File: src/rtl/tag_store_pkg.sv
// Shared types for the victim-cache tag store: entry layout and modify-op priority.
// Optional build macro TAG_STORE_FWD_EN (see tag_store.sv).
package tag_store_pkg;

  // Stored tag width; the top's TAG_WIDTH parameter defaults to this and must match it.
  localparam int unsigned TagWidth = 4;

  typedef struct packed {
    logic                valid;
    logic                dirty;
    logic [TagWidth-1:0] tag;
  } tag_entry_t;

  // Modify ops share one way index; a higher encoding wins when several are asserted.
  typedef enum logic [2:0] {
    OpNone       = 3'd0,
    OpDirtyClear = 3'd1,
    OpDirtySet   = 3'd2,
    OpValidClear = 3'd3,
    OpWrite      = 3'd4
  } op_e;

  function automatic op_e decode_op(input logic write_en, input logic valid_clear,
                                    input logic dirty_set, input logic dirty_clear);
    if (write_en) begin
      return OpWrite;
    end else if (valid_clear) begin
      return OpValidClear;
    end else if (dirty_set) begin
      return OpDirtySet;
    end else if (dirty_clear) begin
      return OpDirtyClear;
    end
    return OpNone;
  endfunction

endpackage

File: src/rtl/tag_match.sv
// Combinational associative compare of one tag against all ways, with a
// lowest-index priority encoder for the hit way.
module tag_match #(
  parameter int unsigned TAG_WIDTH = 4,
  parameter int unsigned NUM_WAYS  = 4,
  localparam int unsigned IW       = $clog2(NUM_WAYS)
) (
  input  logic [NUM_WAYS-1:0][TAG_WIDTH-1:0] tags,
  input  logic [NUM_WAYS-1:0]                valid,
  input  logic [TAG_WIDTH-1:0]               tag_in,
  output logic [NUM_WAYS-1:0]                match,
  output logic                               any_hit,
  output logic [IW-1:0]                      hit_idx
);

  always_comb begin
    match = '0;
    for (int i = 0; i < int'(NUM_WAYS); i++) begin
      match[i] = valid[i] && (tags[i] == tag_in);
    end
  end

  assign any_hit = |match;

  // Scan high to low so the lowest matching way is the last one written.
  always_comb begin
    hit_idx = '0;
    for (int i = int'(NUM_WAYS) - 1; i >= 0; i--) begin
      if (match[i]) begin
        hit_idx = IW'(i);
      end
    end
  end

endmodule

File: src/rtl/tag_store.sv
// Fully associative tag/valid/dirty array for the victim cache.
// Define TAG_STORE_FWD_EN to let same-cycle reads/lookups see the post-update array.
module tag_store
  import tag_store_pkg::*;
#(
  parameter int unsigned TAG_WIDTH = TagWidth,
  parameter int unsigned NUM_WAYS  = 4,
  localparam int unsigned IW       = $clog2(NUM_WAYS)
) (
  input  logic                 clk,
  input  logic                 rst,
  input  logic                 write_en,
  input  logic                 read_en,
  input  logic                 lookup_en,
  input  logic [TAG_WIDTH-1:0] tag_in,
  input  logic [IW-1:0]        way_index_in,
  input  logic                 valid_clear,
  input  logic                 dirty_set,
  input  logic                 dirty_clear,
  output logic                 hit,
  output logic [IW-1:0]        hit_way_index,
  output logic                 valid_read,
  output logic                 dirty_read,
  output logic [TAG_WIDTH-1:0] tag_read
);

  tag_entry_t [NUM_WAYS-1:0] entries_q, entries_d;
  tag_entry_t [NUM_WAYS-1:0] view;
  op_e                       op;

  logic [NUM_WAYS-1:0][TAG_WIDTH-1:0] view_tags;
  logic [NUM_WAYS-1:0]                view_valid;
  logic [NUM_WAYS-1:0]                match_vec;
  logic                               any_hit;
  logic [IW-1:0]                      match_idx;

  logic                 hit_q, hit_d;
  logic [IW-1:0]        hit_idx_q, hit_idx_d;
  logic                 valid_read_q, valid_read_d;
  logic                 dirty_read_q, dirty_read_d;
  logic [TAG_WIDTH-1:0] tag_read_q, tag_read_d;

  assign op = decode_op(write_en, valid_clear, dirty_set, dirty_clear);

  always_comb begin
    entries_d = entries_q;
    case (op)
      OpWrite: begin
        entries_d[way_index_in].tag   = tag_in;
        entries_d[way_index_in].valid = 1'b1;
        entries_d[way_index_in].dirty = 1'b0;
      end
      OpValidClear: begin
        entries_d[way_index_in].valid = 1'b0;
        entries_d[way_index_in].dirty = 1'b0;
      end
      OpDirtySet:   entries_d[way_index_in].dirty = 1'b1;
      OpDirtyClear: entries_d[way_index_in].dirty = 1'b0;
      default: ;
    endcase
  end

`ifdef TAG_STORE_FWD_EN
  assign view = entries_d;
`else
  assign view = entries_q;
`endif

  always_comb begin
    view_tags  = '0;
    view_valid = '0;
    for (int i = 0; i < int'(NUM_WAYS); i++) begin
      view_tags[i]  = view[i].tag;
      view_valid[i] = view[i].valid;
    end
  end

  tag_match #(
    .TAG_WIDTH(TAG_WIDTH),
    .NUM_WAYS (NUM_WAYS)
  ) u_tag_match (
    .tags   (view_tags),
    .valid  (view_valid),
    .tag_in (tag_in),
    .match  (match_vec),
    .any_hit(any_hit),
    .hit_idx(match_idx)
  );

  // hit_way_index only moves on a lookup; a miss reports way 0.
  always_comb begin
    hit_d     = lookup_en && (|match_vec);
    hit_idx_d = hit_idx_q;
    if (lookup_en) begin
      hit_idx_d = any_hit ? match_idx : '0;
    end
  end

  always_comb begin
    valid_read_d = valid_read_q;
    dirty_read_d = dirty_read_q;
    tag_read_d   = tag_read_q;
    if (read_en) begin
      valid_read_d = view[way_index_in].valid;
      dirty_read_d = view[way_index_in].dirty;
      tag_read_d   = view[way_index_in].tag;
    end
  end

  always_ff @(posedge clk) begin
    if (rst) begin
      entries_q    <= '0;
      hit_q        <= 1'b0;
      hit_idx_q    <= '0;
      valid_read_q <= 1'b0;
      dirty_read_q <= 1'b0;
      tag_read_q   <= '0;
    end else begin
      entries_q    <= entries_d;
      hit_q        <= hit_d;
      hit_idx_q    <= hit_idx_d;
      valid_read_q <= valid_read_d;
      dirty_read_q <= dirty_read_d;
      tag_read_q   <= tag_read_d;
    end
  end

  assign hit           = hit_q;
  assign hit_way_index = hit_idx_q;
  assign valid_read    = valid_read_q;
  assign dirty_read    = dirty_read_q;
  assign tag_read      = tag_read_q;

endmodule

File: config.mk
export PLATFORM = sky130hd
export DESIGN_NAME = tag_store
export DESIGN_NICKNAME = d
export VERILOG_FILES = /design/src/rtl/tag_store_pkg.sv /design/src/rtl/tag_match.sv /design/src/rtl/tag_store.sv
export SDC_FILE = /design/constraint.sdc
export NUM_CORES = 1
export LEC_CHECK = 0
export ABC_AREA = 1
export CAP_MARGIN = 20
export CORE_ASPECT_RATIO = 0.8
export CORE_MARGIN = 5
export CORE_UTILIZATION = 30
export DETAILED_ROUTE_END_ITERATION = 10
export DONT_BUFFER_PORTS = 1
export GPL_TIMING_DRIVEN = 0
export PLACE_DENSITY = 0.46
export SLEW_MARGIN = 10
export SYNTH_ARGS = -nofsm -noshare
export SYNTH_HDL_FRONTEND = slang
export SYNTH_SLANG_ARGS = --single-unit
File: constraint.sdc
create_clock -name clk -period 0.9 [get_ports clk]
set_input_delay 0.135 -clock clk [delete_from_list [all_inputs] [get_ports clk]]
set_output_delay 0.135 -clock clk [all_outputs]
set_load 0.02 [all_outputs]
==> flow_metrics.py, run 1 <==
metrics = {
    "outcome": {
        "status": "complete, but fails checks",
        "violations": "setup timing",
    },
    "min_path": {
        "min_from": "lookup_en",
        "whs_path_depth": 2,
        "holdCritPathClass": "in -> reg",
    },
    "yosys": {
        "syn_nets": 249,
        "ys_warn_count": 0,
        "netlist_area_sq_mm": 0.00165,
        "synth_seq_cells": 33,
        "async_reset_ff_frac": 0,
        "ys_types": 25,
        "synth_area_leaders": "dfxtp_1, nand2_1, a21oi_1",
        "syn_inst": 235,
        "yosysSeqAreaShare": 0.400,
        "yosysTopAreaCell": "dfxtp_1",
        "synth_top_area_frac": 0.400,
        "postSynthAreaPerCell_sq_um": 7.03,
        "synth_edf_count": 0,
        "synth-main-ff-cell": "dfxtp_1",
    },
    "worst_setup_path": {
        "crit_chain": "inv_2, nand2_2, nand2_1, inv_1, nand3_2, nor2_2, nand2_1, nand2_1, nand2_2, a21oi_2",
        "worstPathArrival_ns": 1.33,
        "critPathLaunchType": "flip-flop",
        "end_kind": "flip-flop",
        "r2r_cells": 10,
        "critPathBufInv": 2,
        "path_delay_family": "simple AND/OR/NAND/NOR gates",
        "cp_slowest_cell": "dfxtp_4",
        "max_stage_delay_ns": 0.37,
        "cpMostUsedCell": "nand2_1",
        "worstPathMaxFanout": 3,
        "setup.worst_path.class": "reg -> reg",
        "required_ns": 1.12,
        "cp.depth": 10,
    },
    "cells_and_area": {
        "final_cells": 314,
        "layout_commonest_cell": "nand2_1",
        "fillers": 573,
        "layout-drive-gt1-share": 0.353,
        "final_cell_mix": "nand2_1, a21oi_1, o21ai_0, dfxtp_1, inv_2",
        "n_antenna_cell": 0,
        "num-nets-final": 262,
        "post-route-util": 0.365,
        "area_growth_pct": 19.5,
    },
    "die": {
        "dieHeight_um": 76.4,
        "die_x_um": 93.0,
        "ios": 23,
        "initial_core_util": 0.306,
        "std_cell_rows": 24,
        "core_sq_mm": 0.00541,
        "die_area_sq_mm": 0.00710,
    },
    "placed_design": {
        "place_inst": 300,
        "dp.final_hpwl_um": 3380,
        "io_buffers": 0,
        "place_congestion": 0.779,
        "post-place-ws_ns": -0.252,
    },
    "timing": {
        "tightest_slew_ns": 0.394,
        "finalSetupViolations": 4,
        "hold_viol_final": 0,
        "fin_setup_tns_ns": -0.497,
        "period_needed_ns": 1.11,
        "fin_skew_ns": 0.00327,
        "rsz0062_at_grt": "yes",
        "max_slew_margin": 0.738,
        "fmax_mhz": 904,
        "fin_ws_ns": -0.207,
        "post-route-period-util": 1.23,
        "drv_slew": 0,
    },
    "grt": {
        "grt-ovfl-total": 0,
        "grt_util_all_layers": 0.138,
        "first_global_vias": 1382,
        "grt_max_degree": 11,
        "antenna_found_initial": 0,
        "grt_pass1_wl_um": 7490,
    },
    "pwr": {
        "power.net_switching_uw": 906,
        "p_int_mw": 2.38,
        "total_power_mw": 3.29,
        "pwr-share-clk": 0.379,
        "swShare": 0.275,
        "p_comb_frac": 0.128,
        "p_leak_nw": 0.772,
        "seq_power_share": 0.493,
        "vdd_drop_max_uv": 511,
        "powerDensity_mw_per_mm2": 1670,
    },
    "drt": {
        "viasPerCell": 4.80,
        "drc": 0,
        "route.vias.total": 1508,
        "drt-pass1-iter-count": 4,
        "wl_per_cell_um": 14.6,
        "drtIter0Drc": 93,
        "ant_nets": 0,
        "routed_wl_um": 4570,
    },
    "job": {
        "cap_violations": 0,
    },
    "clocking": {
        "cts-buffers-inserted": 5,
        "cts_tree": "built",
        "path_clk_slew_ns": 0.07,
        "clock_latency_ns": 0.28,
        "cts.sinks": 33,
        "cts_hold_buf": 0,
        "h-tree-depth": 2,
        "cts_max_path_buffers": 2,
        "root_buffer": "clkbuf_8",
    },
}
[cell usage after synthesis (2+ instances only)]
master,count
a21oi_1,30
a21oi_2,2
a22oi_1,4
a31oi_1,3
a41oi_1,2
buf_2,3
dfxtp_1,33
inv_1,24
inv_2,9
nand2_1,45
nand2_2,7
nand3_1,3
nor2_1,20
nor2_2,2
nor2_4,5
o21ai_0,28
o21ai_1,5
o21ai_2,2
o22ai_1,2
[power groups by stage]
stage | Combinational (mW) | Clock (mW) | Sequential, mW
final | 0.422 | 1.25 | 1.62
after detailed placement | 0.375 | 0 | 1.65
after CTS | 0.402 | 1.30 | 1.62
after global routing | 0.479 | 1.35 | 1.63
after global placement | 0.375 | 0 | 1.65
after floorplan | 0.297 | 0 | 1.63
[layout make-up]
| class | instances | area, sq um | share of cell area |
|---|---|---|---|
| clock buffer | 7 | 96.3 | 0.0488 |
| multi-input combinational | 165 | 913 | 0.463 |
| inverter | 33 | 124 | 0.0627 |
| timing repair buffer | 6 | 48.8 | 0.0247 |
| sequential | 33 | 682 | 0.345 |
| buffer | 4 | 23.8 | 0.0120 |
| clock inverter | 1 | 5.00 | 0.00253 |
| tap | 65 | 81.3 | 0.0412 |
[per-stage QoR]
step,hold slack (ns),area [sq um]
after floorplan,0.305,1670
after global placement,0.326,1750
after detailed placement,0.322,1750
after CTS,0.0165,1920
after global routing,0.0364,1970
final,0.0261,1970
[path summary, 6_finish.rpt]
path                                    to  slack, ns
max          hit_way_index[0]$_SDFFE_PP0P_      -0.21
min                         hit$_SDFF_PP0_       0.03
max reg2reg  hit_way_index[0]$_SDFFE_PP0P_      -0.21
min reg2reg     entries_q[22]$_SDFFE_PP0P_       0.46
[worst reg2reg max path: stages, from the launching register on]
cell,delay [ns]
dfxtp_4,0.37
inv_2,0.04
nand2_2,0.04
nand2_1,0.04
inv_1,0.06
nand3_2,0.09
nor2_2,0.11
nand2_1,0.06
nand2_1,0.07
nand2_2,0.05
a21oi_2,0.12
[cells by family (layout without fill, tap and decap cells)]
logic type / after synthesis / in the layout / synth area share
buffers and inverters: 37 / 51 / 0.0863
AND/OR/NAND/NOR: 85 / 85 / 0.245
XOR/XNOR: 1 / 1 / 0.00530
AO/OA/AOI/OAI: 79 / 79 / 0.264
flip-flops: 33 / 33 / 0.400
[routing by layer]
metal,share of wire,GRT usage
met1,0.50,0.197
met2,0.44,0.199
met3,0.044,0.0385
met4,0.012,0.0439
met5,0,0
[what timing repair did]
item	in CTS	in global routing
endpoints found under the setup margin	6	18
buffers inserted	5	2
pin swaps	8	15
resized for setup	12	22
(Power assumes the default switching activity.)
==> run 2, diff against run 1 <==
- ABC_AREA: 1 -> not set
- CTS_CLUSTER_DIAMETER: not set -> 40
- REMOVE_ABC_BUFFERS: not set -> 1
==> run 2 against run 1 <==
Compared with the run above: the run ends with hold timing, setup timing left; worst setup slack got worse by 0.14 ns; register-to-register slack got worse by 0.14 ns; synthesized cell count fell by 26%; combinational power fell by 46%; sequential power fell by 4%; clock skew rose by 0.0034 ns; first-iteration DRC count rose by 28%.
==> flow_metrics.py, run 2 <==
metrics = {
    "placed_design": {
        "place_congestion": 0.775,
        "post-place-ws_ns": -0.374,
        "io_buffers": 0,
        "dp.final_hpwl_um": 2650,
        "place_inst": 225,
    },
    "yosys": {
        "synth_area_leaders": "dfxtp_1, mux2i_1, mux4_2",
        "ys_warn_count": 0,
        "yosysSeqAreaShare": 0.404,
        "synth-main-ff-cell": "dfxtp_1",
        "synth_edf_count": 0,
        "synth_seq_cells": 33,
        "yosysTopAreaCell": "dfxtp_1",
        "async_reset_ff_frac": 0,
        "netlist_area_sq_mm": 0.00163,
        "synth_top_area_frac": 0.404,
        "postSynthAreaPerCell_sq_um": 9.39,
        "synth_common_cells": "dfxtp_1, nand2_1, a21oi_1, nor2_1, mux2i_1",
        "syn_inst": 174,
        "ys_types": 29,
        "yosysMostFrequentCell": "dfxtp_1",
    },
    "pwr": {
        "powerDensity_mw_per_mm2": 1610,
        "vdd_drop_max_uv": 525,
        "p_leak_nw": 0.662,
    },
    "grt": {
        "grt_util_all_layers": 0.113,
        "first_global_vias": 1202,
        "grt-ovfl-total": 0,
        "grt_pass1_wl_um": 6290,
        "antenna_found_initial": 0,
        "grt_max_degree": 34,
    },
    "cells_and_area": {
        "layout_commonest_cell": "nand2_1",
        "n_antenna_cell": 0,
        "final_cell_mix": "nand2_1, dfxtp_2, a21oi_1, nor2_1, mux2i_1",
        "final_cells": 235,
        "num-nets-final": 184,
        "area_growth_pct": 9.95,
        "layout-drive-gt1-share": 0.271,
    },
    "die": {
        "dieHeight_um": 76.0,
        "die_area_sq_mm": 0.00703,
        "initial_core_util": 0.304,
        "core_sq_mm": 0.00538,
        "std_cell_rows": 24,
        "die_x_um": 92.5,
        "ios": 23,
    },
    "outcome": {
        "status": "complete, but fails checks",
        "violations": "hold timing, setup timing",
    },
    "timing": {
        "drv_slew": 0,
        "period_needed_ns": 1.25,
        "hold_viol_final": 31,
        "fin_skew_ns": 0.00668,
        "finalSetupViolations": 9,
        "whs_ns": -0.0845,
        "rsz0062_at_grt": "yes",
        "fin_setup_tns_ns": -2.33,
        "tightest_slew_ns": 0.502,
        "fin_ws_ns": -0.352,
        "max_slew_margin": 0.665,
        "post-route-period-util": 1.39,
        "fmax_mhz": 799,
    },
    "drt": {
        "drtIter0Drc": 119,
        "drt-pass1-iter-count": 4,
        "drc": 0,
        "viasPerCell": 5.00,
        "ant_nets": 0,
        "route.vias.total": 1176,
        "routed_wl_um": 3700,
        "wl_per_cell_um": 15.7,
    },
    "worst_setup_path": {
        "worstPathArrival_ns": 1.44,
        "max_stage_delay_ns": 0.34,
        "critPathLaunchType": "flip-flop",
        "required_ns": 1.08,
        "cp_slowest_cell": "dfxtp_2",
        "crit_chain": "xor2_2, nor4_4, a21oi_1, o32ai_1",
        "setup.worst_path.class": "reg -> reg",
        "worstPathMaxFanout": 3,
        "critPathBufInv": 0,
        "path_delay_family": "flip-flops",
        "end_kind": "flip-flop",
    },
    "clocking": {
        "root_buffer": "clkbuf_8",
        "cts-buffers-inserted": 5,
        "cts_max_path_buffers": 2,
        "cts_tree": "built",
        "clock_latency_ns": 0.28,
        "h-tree-depth": 2,
        "path_clk_slew_ns": 0.07,
        "cts.sinks": 33,
    },
    "min_path": {
        "holdCritPathClass": "in -> reg",
    },
    "job": {
        "cap_violations": 0,
    },
}
-- run 2: changes by cell type after synthesis, moves of 6 or more --
cell	previous run	this run
nand2_1	45	23
o21ai_0	28	3
nand3_1	3	12
nand2_2	7	0
inv_2	9	0
mux2i_1	0	14
xor2_1	0	11
a21oi_1	30	18
inv_1	24	2
mux4_2	0	6
-- run 2: report_power, final --
group	switching, mW	internal, mW	total (mW)	leakage, nW
sequential	0.0453	1.51	1.56	0.277
clock	0.496	0.606	1.10	0.0443
combinational	0.105	0.122	0.227	0.340
-- run 2: path summary, 6_finish.rpt --
kind	startpoint	slack, ns	cells past startpoint	endpoint
worst min register to register	entries_q[4]$_SDFFE_PP0P_	0.46	2	entries_q[4]$_SDFFE_PP0P_
worst min-delay path	rst	-0.08	1	flip-flop
worst max-delay path	flip-flop	-0.35	4	hit_way_index[0]$_SDFFE_PP0P_
worst max register to register	flip-flop	-0.35	4	hit_way_index[0]$_SDFFE_PP0P_
-- run 2: logic make-up after synthesis --
logic type                count (synthesis)  synth area share
xor gates and xnor gates                 16            0.0904
AOI/OAI and AO/OA                        25            0.0881
DFF                                      33             0.404
buffers and inverters                    16            0.0559
muxes                                    20             0.168
and+or+nand+nor                          64             0.193
-- run 2: layout make-up --
type,count,area (sq um)
clock buffers,7,86.3
fillers,539,3580
inverters,2,7.51
multi-input cells,125,908
flip-flops and latches,33,687
well taps,65,81.3
repair buffers,3,26.3
-- run 2: timing repair --
item | in CTS | in global routing
endpoints found under the setup margin | 9 | 19
resized for setup | 14 | 13
setup buffers | 2 | 1
endpoints found under the hold margin | 31 | 31
pin swaps | 6 | 2
-- run 2: stage by stage --
step	power [mW]	util	area, sq um
final	2.88	0.334	1800
after detailed placement	1.79	0.304	1630
after floorplan	1.75	-	1550
after CTS	2.92	0.328	1760
after global routing	3.03	0.334	1800
after global placement	1.78	0.304	1630
-- run 2: routing by layer --
layer,wire (um),track usage
met5,0,0
met4,59,0.0415
met3,275,0.0464
met2,1720,0.162
met1,1640,0.152
